## config.mk

```make
export PLATFORM = sky130hd
export DESIGN_NAME = seg_shift_rx
export DESIGN_NICKNAME = d
export VERILOG_FILES = /design/src/rtl/seg_shift_rx_pkg.sv /design/src/rtl/seg_shift_rx_sync.sv /design/src/rtl/seg_shift_rx.sv
export SDC_FILE = /design/constraint.sdc
export NUM_CORES = 1
export LEC_CHECK = 0
export BUFFER_PORTS_ARGS = -buffer_cell sky130_fd_sc_hd__buf_2
export CAP_MARGIN = 40
export CORE_ASPECT_RATIO = 0.6
export CORE_MARGIN = 5
export CORE_UTILIZATION = 49
export DETAILED_ROUTE_END_ITERATION = 16
export HOLD_SLACK_MARGIN = 0.02
export PLACE_DENSITY = 0.69
export SETUP_SLACK_MARGIN = 0.15
export SYNTH_ARGS = -nofsm -noshare
export SYNTH_HDL_FRONTEND = slang
export SYNTH_SLANG_ARGS = --single-unit
```

## constraint.sdc

```tcl
create_clock -name clk -period 5.5 [get_ports clk]
set_input_delay 0 -clock clk [delete_from_list [all_inputs] [get_ports clk]]
set_output_delay 0 -clock clk [all_outputs]
set_load 0.01 [all_outputs]
```

## src/rtl/seg_shift_rx_pkg.sv

```systemverilog
// Shared constants and FSM encoding for the serial display link receiver.
// Frame widths cover the seven-segment chain and the LED bar.
package seg_shift_rx_pkg;

  localparam int SEG_FRAME_W = 64;
  localparam int LED_FRAME_W = 16;

  typedef enum logic [1:0] {
    RX_IDLE  = 2'd0,
    RX_SHIFT = 2'd1,
    RX_OVER  = 2'd2
  } rx_state_t;

endpackage

```

## src/rtl/seg_shift_rx_sync.sv

```systemverilog
// Two-flop synchronizer for one link wire, plus a history flop.
// The history flop turns the synced level into a one-cycle rising-edge strobe.
module sync_edge_det (
  input  logic clk,
  input  logic rst,
  input  logic din,
  output logic sync,
  output logic rise
);

  logic meta;
  logic stable;
  logic hist;

  always_ff @(posedge clk or posedge rst) begin
    if (rst) begin
      meta   <= 1'b0;
      stable <= 1'b0;
      hist   <= 1'b0;
    end else begin
      meta   <= din;
      stable <= meta;
      hist   <= stable;
    end
  end

  assign sync = stable;
  assign rise = stable & ~hist;

endmodule

```

## src/rtl/seg_shift_rx.sv

```systemverilog
// Receiver for the serial display link: oversamples ser_clk/ser_do/ser_pen,
// rebuilds each MSB-first frame and reports good frames or length errors on latch.
module seg_shift_rx
  import seg_shift_rx_pkg::*;
#(
  parameter int FRAME_W = SEG_FRAME_W,
  parameter int CNT_W   = 7
) (
  input  logic               clk,
  input  logic               rst,
  input  logic               ser_clk,
  input  logic               ser_do,
  input  logic               ser_pen,
  output logic [FRAME_W-1:0] frame,
  output logic               frame_valid,
  output logic               len_err,
  output logic [CNT_W-1:0]   bit_count,
  output logic               busy
);

  localparam logic [CNT_W-1:0] FULL_COUNT = CNT_W'(FRAME_W);

  logic clk_rise;
  logic pen_rise;
  logic do_sync;
  logic clk_sync_unused;
  logic pen_sync_unused;
  logic do_rise_unused;

  sync_edge_det u_sync_clk (.clk(clk), .rst(rst), .din(ser_clk), .sync(clk_sync_unused), .rise(clk_rise));
  sync_edge_det u_sync_do  (.clk(clk), .rst(rst), .din(ser_do),  .sync(do_sync),         .rise(do_rise_unused));
  sync_edge_det u_sync_pen (.clk(clk), .rst(rst), .din(ser_pen), .sync(pen_sync_unused), .rise(pen_rise));

  rx_state_t          state;
  rx_state_t          state_next;
  logic [FRAME_W-1:0] shreg;
  logic [FRAME_W-1:0] shreg_next;
  logic [CNT_W-1:0]   count_next;

  // Shift/count step; the latch decision below looks at these post-shift values
  // so a ser_clk rise coincident with the latch still counts toward the frame.
  always_comb begin
    shreg_next = shreg;
    count_next = bit_count;
    state_next = state;
    if (clk_rise) begin
      shreg_next = {shreg[FRAME_W-2:0], do_sync};
      case (state)
        RX_IDLE: begin
          state_next = RX_SHIFT;
          count_next = CNT_W'(1);
        end
        RX_SHIFT: begin
          if (bit_count == FULL_COUNT) state_next = RX_OVER;
          else                         count_next = bit_count + 1'b1;
        end
        default: ;
      endcase
    end
  end

  always_ff @(posedge clk or posedge rst) begin
    if (rst) begin
      state       <= RX_IDLE;
      shreg       <= '0;
      bit_count   <= '0;
      busy        <= 1'b0;
      frame       <= '0;
      frame_valid <= 1'b0;
      len_err     <= 1'b0;
    end else begin
      shreg       <= shreg_next;
      frame_valid <= 1'b0;
      len_err     <= 1'b0;
      if (pen_rise) begin
        state     <= RX_IDLE;
        bit_count <= '0;
        busy      <= 1'b0;
        if (state_next == RX_SHIFT && count_next == FULL_COUNT) begin
          frame       <= shreg_next;
          frame_valid <= 1'b1;
        end else begin
          len_err <= 1'b1;
        end
      end else begin
        state     <= state_next;
        bit_count <= count_next;
        busy      <= (state_next != RX_IDLE);
      end
    end
  end

endmodule

```

==> results.txt, run 1 <==
The logs give 0 for the max capacitance violation total and 11700 um for the final wirelength. Leaving out fill and tap cells, the most frequent cell in the layout is sky130_fd_sc_hd__nand2_1. The run finished with clean final reports. Critical path data required time: 5.79 ns. Dividing the detail-routed wire length by the instance count gives 15.4 um.

In the final design database the tool counted 595 nets. The floorplan step defined a die boundary enclosing 14700 um2. The run gives 0 as the number of max-slew violations in the final report.

Dividing the detail-routed via count by the number of cells gives 5.01. The final critical-path share of the clock period is 67.5%. After clock tree synthesis, the setup repair step added 0 buffers. In this run, the number of DRC markers left after iteration 0 of detailed routing was 270.

Setup repair after global routing left no endpoint under its margin. The run gives 45.3% as the worst max-slew margin expressed relative to the limit. After synthesis, the mean cell area works out to 11.9 um2. The worst ir drop on vdd is 0.239 mV. For the number of antenna violations at the first check in global routing, the log shows 0. The area fraction of the dominant cell type after synthesis was 61.4%; the mapped cell area was 6030 um2. TritonCTS built the clock tree. The number of H-tree levels is 4. The number of global-route vias before repair was 3858; the latest clock arrival within the worst-skew pair was 0.41 ns. Total clock buffers created by CTS: 17.

Clock-pin slew was measured on the worst setup and hold paths at 0.06 ns. The aggregate global routing overflow was 0; the non-filler instance count after layout was 764. The number of nets in the synthesized netlist is 514.

After clock tree synthesis, the repair step resized 0 gates. The critical path data arrival time was 4.00 ns; the number of setup violations in the final report was 0. The total via count after detailed routing is 3824. After detailed placement, the design holds a cell count of 730. Once detail routing completed, the nets flagged for antenna violations numbered 0. For this design the static power due to leakage is 4.10 nW.

The growth of design area from synthesis to finish works out to 19.0%. Path type of the worst setup path: register to register. Summing all multi-input logic gate instances after layout gives 2180 um2.

The logs give 0 ns for the total negative setup slack and 2.41 mW for the total power after layout. For this run, the register share of the synthesized area comes to 61.4%. For the overall fraction of global-route tracks in use, the log shows 16.9%. The logs give 19800 um for the wire length of the first global-routing pass and 79 for the number of top-level design ports. The fraction of synthesis flops using an asynchronous set or reset pin works out to 100%. The repair_antennas step left the layout with diodes totalling 0. The number of library cell types mapped by synthesis is 43, and the areal power density over the cells is 335 nW/um2. For the number of inserted filler cells in the final layout, the log shows 938. Fraction of final layout cells with drive strength greater than 1: 30.9%.

The clock passes through at most 2 buffers. The largest fanout on the critical path is 37. CTS placed an instance of sky130_fd_sc_hd__clkbuf_16 at the clock tree root. For this run, the share of the core covered by cells in the final layout is 59.5%. The dominant cell type by area after synthesis is sky130_fd_sc_hd__dfrtp_1.

The gate count after technology mapping was 507. In this run, synthesis inferred 0 flip-flops with an integrated enable. The worst path in the final design needs a cycle of 3.71 ns, including I/O delays and setup. Summed over all nets, the half-perimeter wirelength after detailed placement is 7440 um.

The run gives 0.0111 ns as the setup skew after layout. In the layout the commonest cells are sky130_fd_sc_hd__nand2_1, sky130_fd_sc_hd__dfrtp_1, sky130_fd_sc_hd__buf_2, sky130_fd_sc_hd__mux2_4, sky130_fd_sc_hd__clkbuf_16. Entering global routing, the biggest net connects 83 pins. The count of buffers added on input and output ports is 78.

Once the floorplan was initialized, standard cells occupied 50.0% of the core. The die is 95.9 um tall. Among all flip-flop cells after synthesis, the most frequent one is sky130_fd_sc_hd__dfrtp_1. The first-pass iteration count of the detailed router is 5. The floorplan step set the die width to 153 um. The worst setup path is launched from a register.

The logs give 269 MHz for the achievable frequency and 148 for the number of clock sinks seen by CTS. The count of endpoints failing hold in the final timing report was 0; the global placement routability congestion was 0.851. Ranked by total cell area, the synthesized netlist is headed by sky130_fd_sc_hd__dfrtp_1, sky130_fd_sc_hd__mux2_4, sky130_fd_sc_hd__nand2_1. The initialized floorplan defines 31 standard-cell rows. The number of hold buffers added after CTS was 4.

The run gives 0 as the count of warnings emitted by yosys. Post-synthesis sequential element count: 148. Total area of sequential cells: 3700 um2.

The critical path capture point type is a register. In this run the worst hold path is classified as primary input to register. The slew of the pin with the lowest slew margin is 0.820 ns. The total area inside the core boundary comes to 12100 um2.

The run gives 0 as the total DRC errors in the routed layout.
==> worst max-delay path, stage by stage, from the launching register on <==
cell                       delay, ns
sky130_fd_sc_hd__dfrtp_1        0.45
sky130_fd_sc_hd__nand2b_2       0.49
sky130_fd_sc_hd__buf_4          0.39
sky130_fd_sc_hd__or4b_1         0.53
sky130_fd_sc_hd__nand3_1        0.12
sky130_fd_sc_hd__nor2_1         0.08
sky130_fd_sc_hd__nand4_4        0.51
sky130_fd_sc_hd__buf_4          0.63
sky130_fd_sc_hd__mux2_4         0.35
==> stage by stage <==
| stage | hold WS (ns) | area (um2) | setup WS [ns] |
|---|---|---|---|
| after floorplan | 0.0314 | 6030 | 1.52 |
| after global placement | 0.108 | 6530 | 1.83 |
| after detailed placement | 0.110 | 6540 | 1.78 |
| after CTS | 0.222 | 7170 | 1.76 |
| after global routing | 0.256 | 7170 | 1.58 |
| final | 0.241 | 7170 | 1.79 |
==> registers in the layout, summed over array words and instances, names as in the netlist, 2 cells and up <==
signal and flops:
bit_count 7, shreg 64, frame 64, state 2
==> path summary, 6_finish.rpt <==
kind | depth (start not counted) | start | endpoint | slack, ns
worst min register to register | 0 | u_sync_do.meta | u_sync_do.sync | 0.35
worst max-delay path | 8 | u_sync_clk.hist | frame[21] | 1.79
worst max register to register | 8 | u_sync_clk.hist | frame[21] | 1.79
worst min-delay path | 2 | ser_clk | u_sync_clk.meta | 0.24
max in group asynchronous | 4 | rst | shreg[49] | 3.89
min in group asynchronous | 3 | rst | frame[15] | 0.28
==> layer usage <==
layer  vias to the layer above  track usage, %  wire [um]
li1                       1833               -          -
met1                      1869            24.3       5820
met2                       111            24.7       5110
met3                        11            5.03        678
met4                         0            5.34        138
met5                         -               0          0
==> power breakdown <==
part / internal, mW / total (mW) / switching [mW]
sequential: 1.12 / 1.14 / 0.0213
clock: 0.722 / 1.16 / 0.442
combinational: 0.0295 / 0.102 / 0.0730
==> cell families after synthesis <==
kind of cell,after synthesis,share of synthesized area (%)
AND/OR/NAND/NOR,243,17.5
flip-flops,148,61.4
multiplexers,64,15.7
buffers and inverters,29,2.59
AO/OA/AOI/OAI,20,2.24
adder cells (fa/ha/maj),2,0.415
XOR/XNOR,1,0.145
==> cell usage after synthesis (2+ instances only) <==
| cell type | number |
|---|---|
| sky130_fd_sc_hd__a21oi_1 | 2 |
| sky130_fd_sc_hd__dfrtp_1 | 148 |
| sky130_fd_sc_hd__a32oi_1 | 2 |
| sky130_fd_sc_hd__nand4_1 | 2 |
| sky130_fd_sc_hd__nand2_1 | 196 |
| sky130_fd_sc_hd__clkbuf_1 | 12 |
| sky130_fd_sc_hd__nand3_1 | 7 |
| sky130_fd_sc_hd__o21ai_0 | 5 |
| sky130_fd_sc_hd__mux2_2 | 4 |
| sky130_fd_sc_hd__inv_1 | 4 |
| sky130_fd_sc_hd__and3_1 | 2 |
| sky130_fd_sc_hd__buf_6 | 6 |
| sky130_fd_sc_hd__buf_2 | 2 |
| sky130_fd_sc_hd__nand2b_1 | 2 |
| sky130_fd_sc_hd__nor3b_1 | 2 |
| sky130_fd_sc_hd__and2_1 | 4 |
| sky130_fd_sc_hd__a221oi_1 | 2 |
| sky130_fd_sc_hd__mux2_4 | 60 |
| sky130_fd_sc_hd__nor2b_1 | 5 |
| sky130_fd_sc_hd__a31oi_1 | 2 |
| sky130_fd_sc_hd__buf_1 | 5 |
| sky130_fd_sc_hd__nor2_1 | 11 |
| sky130_fd_sc_hd__ha_1 | 2 |
==> final cells by class <==
class	count	share of cell area, %
sequential	148	51.6
multi-input combinational	330	30.4
timing repair buffer	87	6.52
clock buffer	18	6.12
tap	165	2.88
clock inverter	12	2.20
inverter	4	0.279
(Power assumes the default switching activity.)
==> inputs of run 2 (changes only) <==
==> constraint.sdc (replaced) <==
create_clock -name clk -period 3.8 [get_ports clk]
set_input_delay 0 -clock clk [delete_from_list [all_inputs] [get_ports clk]]
set_output_delay 0 -clock clk [all_outputs]
set_load 0.01 [all_outputs]
==> results.txt, run 2 (synthesized netlist as in run 1, its figures left out) <==
The logs give 3800 (was 3824) for the total via count after detailed routing and 12100 um (was 11700 um) for the final wirelength. The width of the die works out to 153 um (unchanged). The number of diodes is 0 (unchanged). The number of H-tree levels was 4 (unchanged).

The number of top-level design ports is 79 (unchanged), and the clock transition at the registers of the reported paths is 0.06 ns (about the same). Total clock buffers created by CTS: 17 (unchanged). The reported leakage power is 4.16 nW (was 4.10 nW), and the growth of design area from synthesis to finish is 21.4% (was 19.0%). The run gives 0 (unchanged) as the number of max-slew violations in the final report.

The tools report the total DRC errors in the routed layout as 0 (unchanged). Worst ir drop on vdd: 0.370 mV (was 0.239 mV). The worst setup margin was 0.627 ns (was 1.79 ns).

The number of buffers on the longest clock path was 2 (unchanged). The per-cell via count in the routed design works out to 4.95 (was 5.01). The total negative setup slack was 0 ns (unchanged); the post-route minimum period was 3.17 ns (was 3.71 ns). For the final standard cell utilization of the core, the log shows 60.7% (was 59.5%). The path type of the worst setup path was register to register (unchanged). For the wire length of the first global-routing pass, the log shows 20500 um (was 19800 um). Most frequent cells in the layout: sky130_fd_sc_hd__nand2_1, sky130_fd_sc_hd__dfrtp_1, sky130_fd_sc_hd__buf_2, sky130_fd_sc_hd__mux2_4, sky130_fd_sc_hd__clkbuf_16 (unchanged).

The chip height was 95.9 um (unchanged). The run gives 3.46 ns (was 4.00 ns) as the critical path data arrival time. The run gives 4 (was 5) as the first-pass iteration count of the detailed router. Setup repair after global routing left no endpoint under its margin.

Largest registers: frame x64, shreg x64, bit_count x7 (unchanged). The core footprint came out at 12100 um2 (unchanged). The commonest non-fill, non-tap cell in the layout was sky130_fd_sc_hd__nand2_1 (unchanged). The latest clock arrival within the worst-skew pair was 0.41 ns (about the same). The routed wire length per instance was 15.8 um (was 15.4 um); the max capacitance violation total was 0 (unchanged). The logs give 0 (unchanged) for the aggregate global routing overflow and 0 (unchanged) for the number of setup violations in the final report.

The worst max-slew margin expressed relative to the limit was 44.7% (was 45.3%). The number of violations reported at the end of detailed-routing iteration 0 came out at 289 (was 270). The critical path capture point type is a register (unchanged). The global placement routability congestion came out at 0.863 (was 0.851).

The count of endpoints failing hold in the final timing report is 0 (unchanged). The largest fanout on the critical path works out to 15 (was 37). The total area of sequential cells came out at 3700 um2 (unchanged). The overall fraction of global-route tracks in use came out at 17.7% (was 16.9%). The worst hold path class is primary input to register (unchanged). The areal power density over the cells was 518 nW/um2 (was 335 nW/um2); the number of cell rows was 31 (unchanged).

The final critical-path share of the clock period was 83.5% (was 67.5%). Buffer type at the clock tree root: sky130_fd_sc_hd__clkbuf_16 (unchanged). For the maximum number of pins on one net before global-route repair, the log shows 111 (was 83). Slew of the pin with the lowest slew margin: 0.828 ns (was 0.820 ns). The number of global-route vias before repair is 3890 (was 3858). The tools report the die footprint as 14700 um2 (unchanged). The type of element launching the critical path is a register (unchanged).

The setup skew after layout is 0.00819 ns (was 0.0111 ns). Final HPWL from detailed placement: 7660 um (was 7440 um). The fraction of final layout cells with drive strength greater than 1 was 31.2% (was 30.9%). The logs give 2180 um2 (unchanged) for the area occupied by multi-input gates and 946 (was 938) for the number of inserted filler cells in the final layout.

The number of nets with antenna violations after detailed routing was 0 (unchanged); the worst slack at placement was 0.678 ns (was 1.78 ns). The number of clock sinks seen by CTS was 148 (unchanged). TritonCTS built the clock tree. For the final layout net count, the log shows 596 (was 595).

For the critical path data required time, the log shows 4.09 ns (was 5.79 ns). The logs give 0 (unchanged) for the number of antenna violations at the first check in global routing and 315 MHz (was 269 MHz) for the achievable frequency. The number of port buffers was 78 (unchanged). The run finished with clean final reports. The tools report the effective utilization at floorplan as 50.0% (unchanged).
## run 2: stage by stage
stage / area (um2) / hold WS [ns] / std cells / total power, mW
2_1_floorplan: 6030 / 0.0314 / 507 / 1.78
3_3_place_gp: 6570 / 0.108 / 731 / 1.82
3_5_place_dp: 6570 / 0.119 / 731 / 1.83
4_1_cts: 7320 / 0.224 / 767 / 3.82
5_1_grt: 7320 / 0.259 / 767 / 3.92
6_report: 7320 / 0.258 / 767 / 3.79
## run 2: worst paths after layout
| check | from | to | slack (ns) | depth (start not counted) |
|---|---|---|---|---|
| setup / recovery | bit_count[0] | frame[50] | 0.63 | 9 |
| hold / removal | ser_do | u_sync_do.meta | 0.26 | 2 |
| setup reg to reg | bit_count[0] | frame[50] | 0.63 | 9 |
| hold reg to reg | u_sync_do.meta | u_sync_do.sync | 0.35 | 0 |
| max in group asynchronous | rst | shreg[50] | 2.48 | 4 |
| min in group asynchronous | rst | frame[25] | 0.29 | 3 |
## run 2: cell type report
cell class,count,area share (%)
timing repair buffer,88,6.84
tap,165,2.82
sequential,148,50.6
multi-input combinational,330,29.8
clock buffer,18,6.00
inverter,4,0.256
clock inverter,14,3.68
## run 2: repair_timing
item                      4_1_cts  5_1_grt
gates resized for setup         0        0
setup buffers                   0        0
hold endpoints to repair       41        0
hold buffers                    4        0
## run 2: routing by layer
metal / global-route usage, % / part of all wire [%] / vias up / wire, um
li1: - / - / 1835 / -
met1: 25.1 / 51 / 1878 / 6170
met2: 26.6 / 43 / 82 / 5240
met3: 5.39 / 5.3 / 5 / 643
met4: 4.74 / 0.58 / 0 / 70
met5: 0 / 0 / - / 0
## run 2: report_power, final
group	switching, mW	internal, mW	leakage [nW]	total (mW)
registers	0.0307	1.62	2.03	1.65
logic	0.105	0.0443	1.79	0.149
clock network	0.668	1.33	0.338	1.99
total	0.804	2.99	4.16	3.79
## run 2: worst max-delay path: stages, from the launching register on
cell	delay, ns
sky130_fd_sc_hd__dfrtp_1	0.44
sky130_fd_sc_hd__inv_1	0.16
sky130_fd_sc_hd__ha_1	0.19
sky130_fd_sc_hd__nor4bb_4	0.35
sky130_fd_sc_hd__and2_1	0.28
sky130_fd_sc_hd__o21ai_0	0.26
sky130_fd_sc_hd__nor3_2	0.26
sky130_fd_sc_hd__nand4_4	0.39
sky130_fd_sc_hd__buf_4	0.37
sky130_fd_sc_hd__mux2_4	0.32
